<file path="config.mk">
export PLATFORM = sky130hd
export DESIGN_NAME = down_timer
export DESIGN_NICKNAME = d
export VERILOG_FILES = /design/src/rtl/down_timer.sv
export SDC_FILE = /design/constraint.sdc
export NUM_CORES = 1
export LEC_CHECK = 0
export CAP_MARGIN = 20
export CORE_ASPECT_RATIO = 1.5
export CORE_MARGIN = 2
export CORE_UTILIZATION = 46
export DETAILED_ROUTE_END_ITERATION = 6
export PLACE_DENSITY = 0.77
export SKIP_CTS_REPAIR_TIMING = 1
export SKIP_LAST_GASP = 1
export SYNTH_ARGS = -nofsm -noshare
export SYNTH_HDL_FRONTEND = slang
export SYNTH_SLANG_ARGS = --single-unit
</file>
<file path="constraint.sdc">
create_clock -name CLK -period 2.39 [get_ports CLK]
set_input_delay 0.717 -clock CLK [delete_from_list [all_inputs] [get_ports CLK]]
set_output_delay 0.717 -clock CLK [all_outputs]
set_load 0.05 [all_outputs]
</file>
<file path="src/rtl/down_timer.sv">
// down_timer: four-digit BCD mm:ss countdown timer with prescaler, pause and expiry/error pulses
module down_timer #(
   parameter int DIV = 100
) (
   input  logic        CLK,
   input  logic        CLR,
   input  logic        LOAD,
   input  logic [15:0] PRESET,
   input  logic        START,
   input  logic        PAUSE,
   output logic [15:0] Q,
   output logic        RUNNING,
   output logic        ZERO,
   output logic        DONE,
   output logic        ERR
);
   localparam int PW = (DIV > 1) ? $clog2(DIV) : 1;
   localparam logic [PW-1:0] LAST = PW'(DIV - 1);
   typedef enum logic [1:0] {IDLE, RUN, PAUSED, EXPIRED} state_t;
   state_t        r_state, w_state;
   logic [15:0]   r_q, w_q, w_dec;
   logic [PW-1:0] r_pre, w_pre;
   logic          r_done, w_done, r_err, w_err;
   logic          w_valid, w_tick, w_b0, w_b1, w_b2;

   // one-second decrement: each digit stage moves only when every lower stage is 0
   always_comb begin
      w_b0 = r_q[3:0] == 4'd0;
      w_b1 = w_b0 && r_q[7:4] == 4'd0;
      w_b2 = w_b1 && r_q[11:8] == 4'd0;
      w_dec[3:0]   = w_b0 ? 4'd9 : r_q[3:0] - 4'd1;
      w_dec[7:4]   = !w_b0 ? r_q[7:4] : (w_b1 ? 4'd5 : r_q[7:4] - 4'd1);
      w_dec[11:8]  = !w_b1 ? r_q[11:8] : (w_b2 ? 4'd9 : r_q[11:8] - 4'd1);
      w_dec[15:12] = w_b2 ? r_q[15:12] - 4'd1 : r_q[15:12];
   end

   // control: LOAD outside RUN takes the edge, then START, then PAUSE/tick while running
   always_comb begin
      w_state = r_state;
      w_q     = r_q;
      w_pre   = r_pre;
      w_done  = 1'b0;
      w_err   = 1'b0;
      w_valid = PRESET[3:0] <= 4'd9 && PRESET[7:4] <= 4'd5 &&
                PRESET[11:8] <= 4'd9 && PRESET[15:12] <= 4'd9;
      w_tick  = r_pre == LAST;
      if (r_state != RUN && LOAD) begin
         if (w_valid) begin
            w_q     = PRESET;
            w_pre   = '0;
            w_state = IDLE;
         end else begin
            w_err = 1'b1;
         end
      end else if (START && r_q != 16'h0000 && (r_state == IDLE || r_state == PAUSED)) begin
         w_state = RUN;
         w_pre   = (r_state == IDLE) ? '0 : r_pre;
      end else if (r_state == RUN) begin
         if (PAUSE) begin
            w_state = PAUSED;
         end else if (w_tick) begin
            w_q   = w_dec;
            w_pre = '0;
            if (w_dec == 16'h0000) begin
               w_state = EXPIRED;
               w_done  = 1'b1;
            end
         end else begin
            w_pre = r_pre + PW'(1);
         end
      end
   end

   // state, value, prescaler and pulse registers with asynchronous clear
   always_ff @(posedge CLK or posedge CLR) begin
      if (CLR) begin
         r_state <= IDLE;
         r_q     <= 16'h0000;
         r_pre   <= '0;
         r_done  <= 1'b0;
         r_err   <= 1'b0;
      end else begin
         r_state <= w_state;
         r_q     <= w_q;
         r_pre   <= w_pre;
         r_done  <= w_done;
         r_err   <= w_err;
      end
   end

   assign Q       = r_q;
   assign RUNNING = r_state == RUN;
   assign ZERO    = r_q == 16'h0000;
   assign DONE    = r_done;
   assign ERR     = r_err;
endmodule

</file>
==> Word-level counts from Yosys, hierarchy flattened <==
Index checks and enable logic that the tools add are counted.
{ "word_totals": {"out_inout_bits": 20, "regBits": 27, "word_cells": 81, "input_bits": 21} }
{ "op_classes": {"reduce_logical": 24, "magnitude_cmp": 4, "mux": 34, "addsub": 5, "eq_ne": 9} }
{ "op_table": {"columns": ["op", "n"], "rows": [
  ["$mux 16", 6],
  ["$mux 7", 7],
  ["$logic_not 16->1", 2],
  ["$mux 4", 6],
  ["$reduce_bool 16->1", 1],
  ["$sub 4x1->4 const B", 4],
  ["$mux 2", 7],
  ["$le 4x4->1 const B", 3],
  ["$logic_not 4->1", 3],
  ["$logic_and 1x1->1", 8],
  ["$mux 1", 8],
  ["$reduce_and 4->1", 2],
  ["$reduce_bool 4->1", 2],
  ["$add 7x1->7 const B", 1],
  ["$eq 7x7->1 const B", 1],
  ["$reduce_and 5->1", 1],
  ["$le 4x3->1 const B", 1],
  ["$ne 2x1->1 const B", 2],
  ["$ne 2x2->1 const B", 2],
  ["$reduce_bool 2->1", 2],
  ["$ne 3x1->1 const B", 1],
  ["$ne 3x3->1 const B", 1],
  ["$reduce_bool 3->1", 1],
  ["$eq 2x1->1 const B", 1],
  ["3 further kinds", 3]
]} }

==> Longest topological paths before layout <==
Gate-level depths: netlist of run 1.
{ "logic_depth": {"word_depth": 12, "mapped_depth": 9, "depth_no_buf": 8} }

==> Worst setup path before layout of run 1 <==
Ideal clock, no wire load.
{ "synth_timing": {"kind": "reg-to-output", "startpoint": "register r_q[4], in the netlist Q[4]", "endpoint": "output port ZERO", "t_arrival_ns": 2.606, "t_required_ns": 1.673, "path_buffers": 0, "setup_slack_ns": -0.933, "path_stages_with_launch": 6, "path_cell_list": "dfrtp_1 > inv_1 > ha_1 > nor3b_1 > nand2_1 > nor3_1"} }
{ "synth_via": {"elab_chain_cells": 1} }
{ "synth_lines": {"columns": ["item", "line_no", "rtl"], "rows": [
  ["start: declaration", "21", "logic [15:0] r_q, w_q, w_dec;"],
  ["start signal: assignment", "84", "r_q <= w_q;"],
  ["$logic_not 16->1", "93", "assign ZERO = r_q == 16'h0000;"],
  ["end: declaration", "13", "output logic ZERO,"]
]} }
No other way between the ends.

==> Final worst setup path of run 1 <==
{ "layout_timing": {"startpoint": "register r_q[8], in the netlist Q[8]", "endpoint": "register r_pre[4]"} }
{ "layout_via": {"elab_chain_cells": 5, "elab_cells_between_ends": 9, "classes_between": "eq/ne (2); mux (2); reduce/logical (5)"} }
{ "layout_lines": {"columns": ["item", "line_no", "rtl"], "rows": [
  ["$reduce_bool 16->1 *", "55", "end else if (START && r_q != 16'h0000 && (r_state == IDLE || r_state == PAUSED)) begin"],
  ["$logic_and 1x1->1 * (2 in a row)", "55", null],
  ["$ne 3x3->1 (no line), or another cell as far along", null, null],
  ["$reduce_and 4->1 (no line) or $mux 7 (tied branches)", null, null],
  ["end signal: assignment", "85", "r_pre <= w_pre;"],
  ["end: declaration", "22", "logic [PW-1:0] r_pre, w_pre;"]
]} }
Mark *: on every way between the ends. The rest lies on a longest branch, timed or not.
A chain may end at the register's enable or synchronous reset.

==> flow_summary.json, run 1 <==
{
  "yosysTopAreaCell": "dfrtp_1",
  "internal_power_w": 0.00176,
  "clockPowerShare_pct": 7.4,
  "dr.first_iter.drc_count": 92,
  "hold_violations": 0,
  "nNetsFinal": 341,
  "finClkSkew_ns": 0.00483,
  "final.setup.worst_slack_ns": -0.0936,
  "syn_area_per_cell_sq_um": 8.30,
  "layout_common_cells": "54 x buf_4, 35 x clkdlybuf4s50_1, 29 x o21ai_0",
  "netlist-cell-type-count": 48,
  "postPlaceCellArea_sq_um": 2680,
  "ys_seq_area_share_pct": 36.0,
  "p_sw_w": 0.00175,
  "vias": 2116,
  "synth_flop_cell": "dfrtp_1",
  "area_delta_synth_final_pct": 52.7,
  "worstPathArrival_ns": 2.70,
  "finalSetupTns_ns": -0.187,
  "failed_checks": "negative setup slack",
  "cts-buffers-inserted": 3,
  "drc": 0,
  "ys_top_cells_by_area": "dfrtp_1 36%, o21ai_0 9.1%, a21oi_1 5.1%",
  "fmax_mhz": 403,
  "worst_pin_slew_ns": 0.562,
  "detailed_place_hpwl_mm": 4.29,
  "cap_violations": 0,
  "endpoint_kind": "flip-flop",
  "layout_min_cycle_time_ns": 2.48,
  "hp-class": "flip-flop to flip-flop",
  "coreArea_sq_um": 3920,
  "grt_pass1_wl_mm": 9.23,
  "cp_data_required_time_ns": 2.60,
  "crit_type": "flip-flop to flip-flop",
  "start_util_pct": 47.8,
  "rows": 28,
  "grt_max_degree": 28,
  "syn_inst": 226,
  "port_buffers": 40,
  "critical-path-top-delay-family": "simple AND/OR/NAND/NOR gates",
  "grt_usage_pct": 25.4,
  "synth_edf_count": 0,
  "fin_cells": 358,
  "antenna_found_initial": 0,
  "p_leak_nw": 1.21,
  "fp.dieW_um": 56.1,
  "routed_wl_mm": 5.89,
  "clock_latency_ns": 0.27,
  "layout_commonest_cell": "buf_4",
  "critPathBufInv": 3,
  "clk_path_buf_depth": 2,
  "cp_max_fo": 3,
  "num_antenna_cells": 0,
  "final_cell_area_sq_um": 2860,
  "htreeDepth": 1,
  "cts_tree": "built",
  "synth.yosys.warnings": 0,
  "drtPass1Iterations": 4,
  "grt.overflow.total": 0,
  "gp_congestion": 0.900,
  "async_flop_share_pct": 100,
  "path_common_cell": "buf_4",
  "setup_viol": 2,
  "crit_chain": "inv_2 -> ha_4 -> or3b_4 -> buf_4 -> o41ai_4 -> buf_4 -> nand2_2 -> or4b_1 -> nand2_1",
  "ys_ff_latch": 27,
  "power.share.switching_pct": 49.8,
  "rsz0062_at_grt": "yes",
  "layout-drive-gt1-share_pct": 31.3,
  "synth_top_area_share_pct": 36.0,
  "clk_pin_slew_worst_paths_ns": 0.09,
  "routed_via_density": 5.91,
  "p_seq_share_pct": 21.7,
  "max_slew_margin_pct": 62.2,
  "ant_nets": 0,
  "wl_per_cell_um": 16.5,
  "fill_cells": 320,
  "slew_violations": 0,
  "io_pins": 41,
  "p_comb_share_pct": 70.9,
  "grt_pass1_vias": 2042,
  "syn_area_sq_um": 1880,
  "period_share_pct": 104,
  "outcome": "finished with violations",
  "die_h_um": 82.2,
  "synth_nets": 253,
  "peakVddDrop_uv": 816,
  "clock_sinks": 27,
  "powerDensity_nw_per_um2": 1220,
  "critPathSlowestCell": "or4b_1",
  "dieArea_sq_um": 4610,
  "place_inst": 346,
  "startpoint_type": "flip-flop",
  "cts_root_buf": "clkbuf_8",
  "max_stage_delay_ns": 0.52
}
[power groups by stage]
stage / clock network [W] / logic [W] / registers [W]
floorplan: 0 / 0.000907 / 0.00132
global placement: 0 / 0.00228 / 0.000759
detailed placement: 0 / 0.00230 / 0.000766
CTS: 0.000261 / 0.00231 / 0.000756
global route: 0.000278 / 0.00265 / 0.000785
finish: 0.000261 / 0.00248 / 0.000760
[sequential cells by signal, summed over array words and instances (netlist names)]
| name | cells |
|---|---|
| r_state | 2 |
| ERR | 1 |
| Q | 16 |
| DONE | 1 |
| r_pre | 7 |
[path summary, 6_finish.rpt]
check	endpoint	cells after the start	slack [ns]	from
hold reg to reg	r_pre[6]	1	0.50	r_pre[6]
setup reg to reg	r_pre[4]	9	-0.09	Q[8]
max in group asynchronous	Q[13]	3	1.30	CLR
hold / removal	r_pre[6]	1	0.50	r_pre[6]
setup / recovery	r_pre[4]	9	-0.09	Q[8]
min in group asynchronous	ERR	3	0.80	CLR
[cells in the mapped netlist (2+ instances only)]
cell,number
nand2_1,13
mux2i_1,2
a31oi_1,4
buf_6,2
or3b_2,3
nor2_1,21
nor3b_1,2
and3_1,2
o22ai_1,5
nor3_1,8
a211oi_1,2
dfrtp_1,27
ha_1,6
nand4_1,3
a21oi_1,19
mux2_2,2
nand3_1,7
and4_1,2
inv_1,14
a22oi_1,6
a311oi_1,2
and2_1,2
nor4_1,6
nand3b_1,2
clkbuf_1,8
o21ai_0,34
[kinds of logic after synthesis]
kind of cell | share of synthesized area [%]
compound gates | 27.9
fa+ha+maj | 4.00
buf+inv | 5.60
flops | 36.0
simple gates | 24.2
mux | 2.27
[worst reg2reg max path, cell delays in order (launching register included)]
cell and delay [ns]:
dfrtp_2 0.41, inv_2 0.08, ha_4 0.12, or3b_4 0.39, buf_4 0.15, o41ai_4 0.41
buf_4 0.19, nand2_2 0.06, or4b_1 0.52, nand2_1 0.10
[cell type report]
| class | count | area (sq um) | share of cell area, % |
|---|---|---|---|
| flip-flops and latches | 27 | 686 | 23.9 |
| clock buffers | 4 | 45.0 | 1.57 |
| repair buffers | 93 | 811 | 28.3 |
| multi-input cells | 175 | 1210 | 42.4 |
| well taps | 45 | 56.3 | 1.97 |
| inverters | 14 | 52.6 | 1.83 |
[per-stage QoR]
| step | setup WS, ns | power [W] | hold WS [ns] | util [%] |
|---|---|---|---|---|
| finish | -0.0936 | 0.00351 | 0.503 | 73.0 |
| global route | -0.142 | 0.00371 | 0.534 | 73.0 |
| CTS | -0.174 | 0.00333 | 0.505 | 69.5 |
| detailed placement | -0.184 | 0.00307 | 0.488 | 68.4 |
| global placement | -0.125 | 0.00303 | 0.473 | 68.4 |
| floorplan | -0.00858 | 0.00222 | 0.443 | - |
[layer usage]
layer	vias up	global-route usage [%]	wire [um]
li1	1022	-	-
met1	1011	29.7	2390
met2	65	47.2	3100
met3	18	2.96	202
met4	0	10.2	197
met5	-	0	0
(Power assumes the default switching activity.)
==> run 2, diff against run 1 <==
--- a/config.mk
+++ b/config.mk
@@ -5,7 +5,7 @@
 export SDC_FILE = /design/constraint.sdc
 export NUM_CORES = 1
 export LEC_CHECK = 0
-export CAP_MARGIN = 20
+export CAP_MARGIN = 15
 export CORE_ASPECT_RATIO = 1.5
 export CORE_MARGIN = 2
 export CORE_UTILIZATION = 46
@@ -16,3 +16,4 @@
 export SYNTH_ARGS = -nofsm -noshare
 export SYNTH_HDL_FRONTEND = slang
 export SYNTH_SLANG_ARGS = --single-unit
+export TNS_END_PERCENT = 5
==> flow_summary.json, run 2 (same netlist as run 1, synthesis figures left out) <==
{
  "clock_latency_ns": 0.27,
  "outcome": "finished with violations",
  "clk_pin_slew_worst_paths_ns": 0.09,
  "worstPathArrival_ns": 1.79,
  "r2r_slack_ns": -0.04,
  "setup_viol": 2,
  "grt_max_degree": 28,
  "hold_end": "r_pre[1]",
  "drc": 0,
  "grt_pass1_wl_mm": 9.11,
  "dr.first_iter.drc_count": 57,
  "slew_violations": 0,
  "hold_violations": 0,
  "start_util_pct": 47.8,
  "min_path_cells": 2,
  "rr_startpoint": "Q[9]",
  "max_slew_margin_pct": 63.0,
  "cp_max_fo": 7,
  "final.setup.worst_slack_ns": -0.114,
  "fp.dieW_um": 56.1,
  "num_antenna_cells": 0,
  "worst_pin_slew_ns": 0.551,
  "hp-start": "r_pre[1]",
  "layout-drive-gt1-share_pct": 25.1,
  "clock_sinks": 27,
  "io_pins": 41,
  "clk_path_buf_depth": 2,
  "htreeDepth": 1,
  "r2r_cells": 9,
  "endpoint_kind": "output port",
  "coreArea_sq_um": 3920,
  "power.total_w": 0.00333,
  "finalSetupTns_ns": -0.158,
  "peakVddDrop_uv": 1060,
  "r2r-end": "r_pre[4]",
  "largest_reg_flops": 16,
  "powerDensity_nw_per_um2": 1240,
  "hp-class": "flip-flop to flip-flop",
  "wl_per_cell_um": 16.2,
  "crit_type": "flip-flop to output port",
  "nNetsFinal": 327,
  "layout_common_cells": "41 x buf_4, 36 x clkdlybuf4s50_1, 34 x o21ai_0",
  "cp_data_required_time_ns": 1.67,
  "grt_usage_pct": 24.9,
  "grt.overflow.total": 0,
  "rows": 28,
  "routed_via_density": 5.90,
  "failed_checks": "negative setup slack",
  "layout_min_cycle_time_ns": 2.50,
  "fmax_mhz": 399,
  "p_leak_nw": 1.12,
  "detailed_place_hpwl_mm": 4.39,
  "ant_nets": 0,
  "antenna_found_initial": 0,
  "startpoint_type": "flip-flop",
  "layout_commonest_cell": "buf_4",
  "routed_wl_mm": 5.58,
  "cts-buffers-inserted": 3,
  "vias": 2029,
  "grt_pass1_vias": 1984,
  "cap_violations": 0,
  "gp_congestion": 0.840,
  "cts_root_buf": "clkbuf_8",
  "finClkSkew_ns": 0.00181,
  "drtPass1Iterations": 4,
  "fin_util_pct": 68.4,
  "port_buffers": 40,
  "area_delta_synth_final_pct": 43.2,
  "die_h_um": 82.2,
  "dieArea_sq_um": 4610,
  "period_share_pct": 105,
  "rsz0062_at_grt": "yes",
  "cts_tree": "built"
}
==> run 2: area by class of cell <==
cell class | count | area, sq um
tap | 45 | 56.3
clock buffer | 4 | 45.0
inverter | 14 | 52.6
fill | 340 | 1240
timing repair buffer | 79 | 699
sequential | 27 | 686
multi-input combinational | 175 | 1150
==> run 2: report_power, final <==
part / leakage [nW] / internal, W / switching (W)
Combinational: 0.771 / 0.000904 / 0.00137
Sequential: 0.331 / 0.000637 / 0.000153
Clock: 0.0228 / 0.000119 / 0.000143
Total: 1.12 / 0.00166 / 0.00167
==> run 2: worst max-delay path by stage <==
stage | from | to | slack, ns
floorplan | Q[0] | r_pre[4] | -0.009
global placement | PRESET[14] | Q[8] | -0.22
detailed placement | PRESET[10] | Q[8] | -0.19
CTS | Q[9] | ZERO | -0.18
global route | Q[9] | ZERO | -0.21
finish | Q[9] | ZERO | -0.11
==> run 2: metrics by stage <==
step | hold WS (ns) | setup slack (ns) | cells | cell area (sq um)
finish | 0.522 | -0.114 | 344 | 2690
global route | 0.551 | -0.214 | 344 | 2690
CTS | 0.521 | -0.182 | 343 | 2670
detailed placement | 0.501 | -0.192 | 339 | 2630
global placement | 0.469 | -0.218 | 339 | 2630
floorplan | 0.443 | -0.00858 | 226 | 1930
==> run 2: per-layer routing <==
layer  share of wire, %  vias to the layer above  GRT usage, %
li1                   -                      996             -
met1                 40                      974          27.5
met2                 55                       49          48.9
met3                3.0                       10          2.49
met4                1.9                        0          9.29
met5                  0                        -             0
==> run 2: worst max-delay path: stages, from the launching register on <==
cell and delay (ns):
dfrtp_2 0.42, inv_2 0.07, ha_4 0.15, or3b_4 0.39, buf_6 0.13, nor3_4 0.20, buf_12 0.16
==> run 3, diff against run 2 <==
--- a/config.mk
+++ b/config.mk
@@ -5,10 +5,11 @@
 export SDC_FILE = /design/constraint.sdc
 export NUM_CORES = 1
 export LEC_CHECK = 0
-export CAP_MARGIN = 15
+export CAP_MARGIN = 20
 export CORE_ASPECT_RATIO = 1.5
 export CORE_MARGIN = 2
 export CORE_UTILIZATION = 46
+export CTS_CLUSTER_DIAMETER = 60
 export DETAILED_ROUTE_END_ITERATION = 6
 export PLACE_DENSITY = 0.77
 export SKIP_CTS_REPAIR_TIMING = 1
==> results of run 3 <==
No change in the layout: final DEF, timing and power equal those of run 2.
==> RTL edit (settings of run 2) <==
Register the outputs `RUNNING` and `ZERO`, with the module's reset; this adds one clock of latency there. The other outputs are not delayed to match.
--- a/src/rtl/down_timer.sv
+++ b/src/rtl/down_timer.sv
@@ -89,8 +89,15 @@
    end
 
    assign Q       = r_q;
-   assign RUNNING = r_state == RUN;
-   assign ZERO    = r_q == 16'h0000;
+   always_ff @(posedge CLK or posedge CLR) begin
+      if (CLR) begin
+         RUNNING <= '0;
+         ZERO    <= '0;
+      end else begin
+         RUNNING <= r_state == RUN;
+         ZERO    <= r_q == 16'h0000;
+      end
+   end
    assign DONE    = r_done;
    assign ERR     = r_err;
 endmodule
Formal check against the unedited RTL: not equivalent (a bounded check fails within 4 cycles, from zero or initial values).
==> RTL edit against run 2 <==
Hold slack improved by 0.020 ns; register-to-register slack improved by 0.20 ns; synthesized cell count rose by 2.2%; wire length rose by 0.82%; power rose by 1.8%; synthesized area rose by 8.2%; final cell count rose by 0.58%; final area rose by 3.1%; sequential cell count rose by 2; global-route usage fell by 0.44 points; setup slack improved by 0.17 ns; fmax rose by 7.1%.
==> RTL edit: results (changes against run 2) <==
.. list-table::
   :header-rows: 1

   * - Metric
     - Value
   * - Largest delay contributor family on the critical path
     - buffers and inverters
   * - Worst-case headroom to the max-slew limit
     - 64.6% (+1.6 points)
   * - Cell types with the highest counts after synthesis
     - dfrtp_1 (29), nor2_1 (23), nand2_1 (16), o21ai_0 (16)
   * - Launch point of the worst hold path
     - r_pre[6]
   * - Largest net degree at the start of global routing
     - 30 (+7.1%)
   * - CP arrival
     - 1.62 ns (-0.17 ns)
   * - Worst R2R Start
     - Q[8]
   * - Critical-path top delay cell
     - clkdlybuf4s50_1
   * - Hold path cells
     - 1 (-1)
   * - Worst supply voltage drop on vdd
     - 1.15 mV (+8.5%)
   * - Combinational Power Share
     - 61.2% (-7.2 points)
   * - Final-layout fill cell count
     - 380 (+12%)
   * - Clock buf/inv share
     - 2.98% (+1.3 points)
   * - Mapped Area
     - 2030 µm² (+8.2%)
   * - Layout non-clock buf frac
     - 22.6% (-3.4 points)
   * - Number of global-route vias before repair
     - 2,030 (+2.3%)
   * - Pre-CTS setup slack
     - -0.229 ns (-0.0369 ns)
   * - Clock transition at the registers of the reported paths
     - 0.06 ns (-0.03 ns)
   * - Multi-input logic area
     - 1220 µm² (+6.7%)
   * - Leakage power total
     - 1.19 nW (+5.9%)
   * - First element of the critical path
     - Q[1]
   * - Count of state elements after synthesis
     - 29 (+7.4%)
   * - Synthesized instance count
     - 231 (+2.2%)
   * - GRT Resource Usage Total
     - 24.5% (-0.44 points)
   * - Outcome
     - complete, no violations
   * - Largest cells by area after synthesis
     - dfrtp_1 (36%), nor2_1 (4.3%), o21ai_0 (3.9%)
RTL edit: changes by cell type in the layout (fill, tap and decap cells not counted), sizes merged, moves of 3 or more:
cell / change
buf: -5
o21ai: -18
nand4: +5
a21oi: -5
nor3: -4
or2: +3
a211o: +5
o22a: +4
a22o: +6
RTL edit: cells by family after synthesis:
| group | after synthesis | synth area share [%] |
|---|---|---|
| AO/OA/AOI/OAI | 78 | 27.9 |
| adder cells (fa/ha/maj) | 6 | 3.70 |
| buffers and inverters | 25 | 4.99 |
| flip-flops | 29 | 35.8 |
| multiplexers | 4 | 2.10 |
| AND/OR/NAND/NOR | 89 | 25.6 |
RTL edit: per-layer routing:
layer / wire length [µm] / GRT usage [%] / vias up
met4: 105 / 11.2 / 0
met1: 2220 / 28.7 / 996
met2: 3070 / 43.4 / 57
met3: 231 / 2.90 / 10
met5: 0 / 0 / -
li1: - / - / 1009
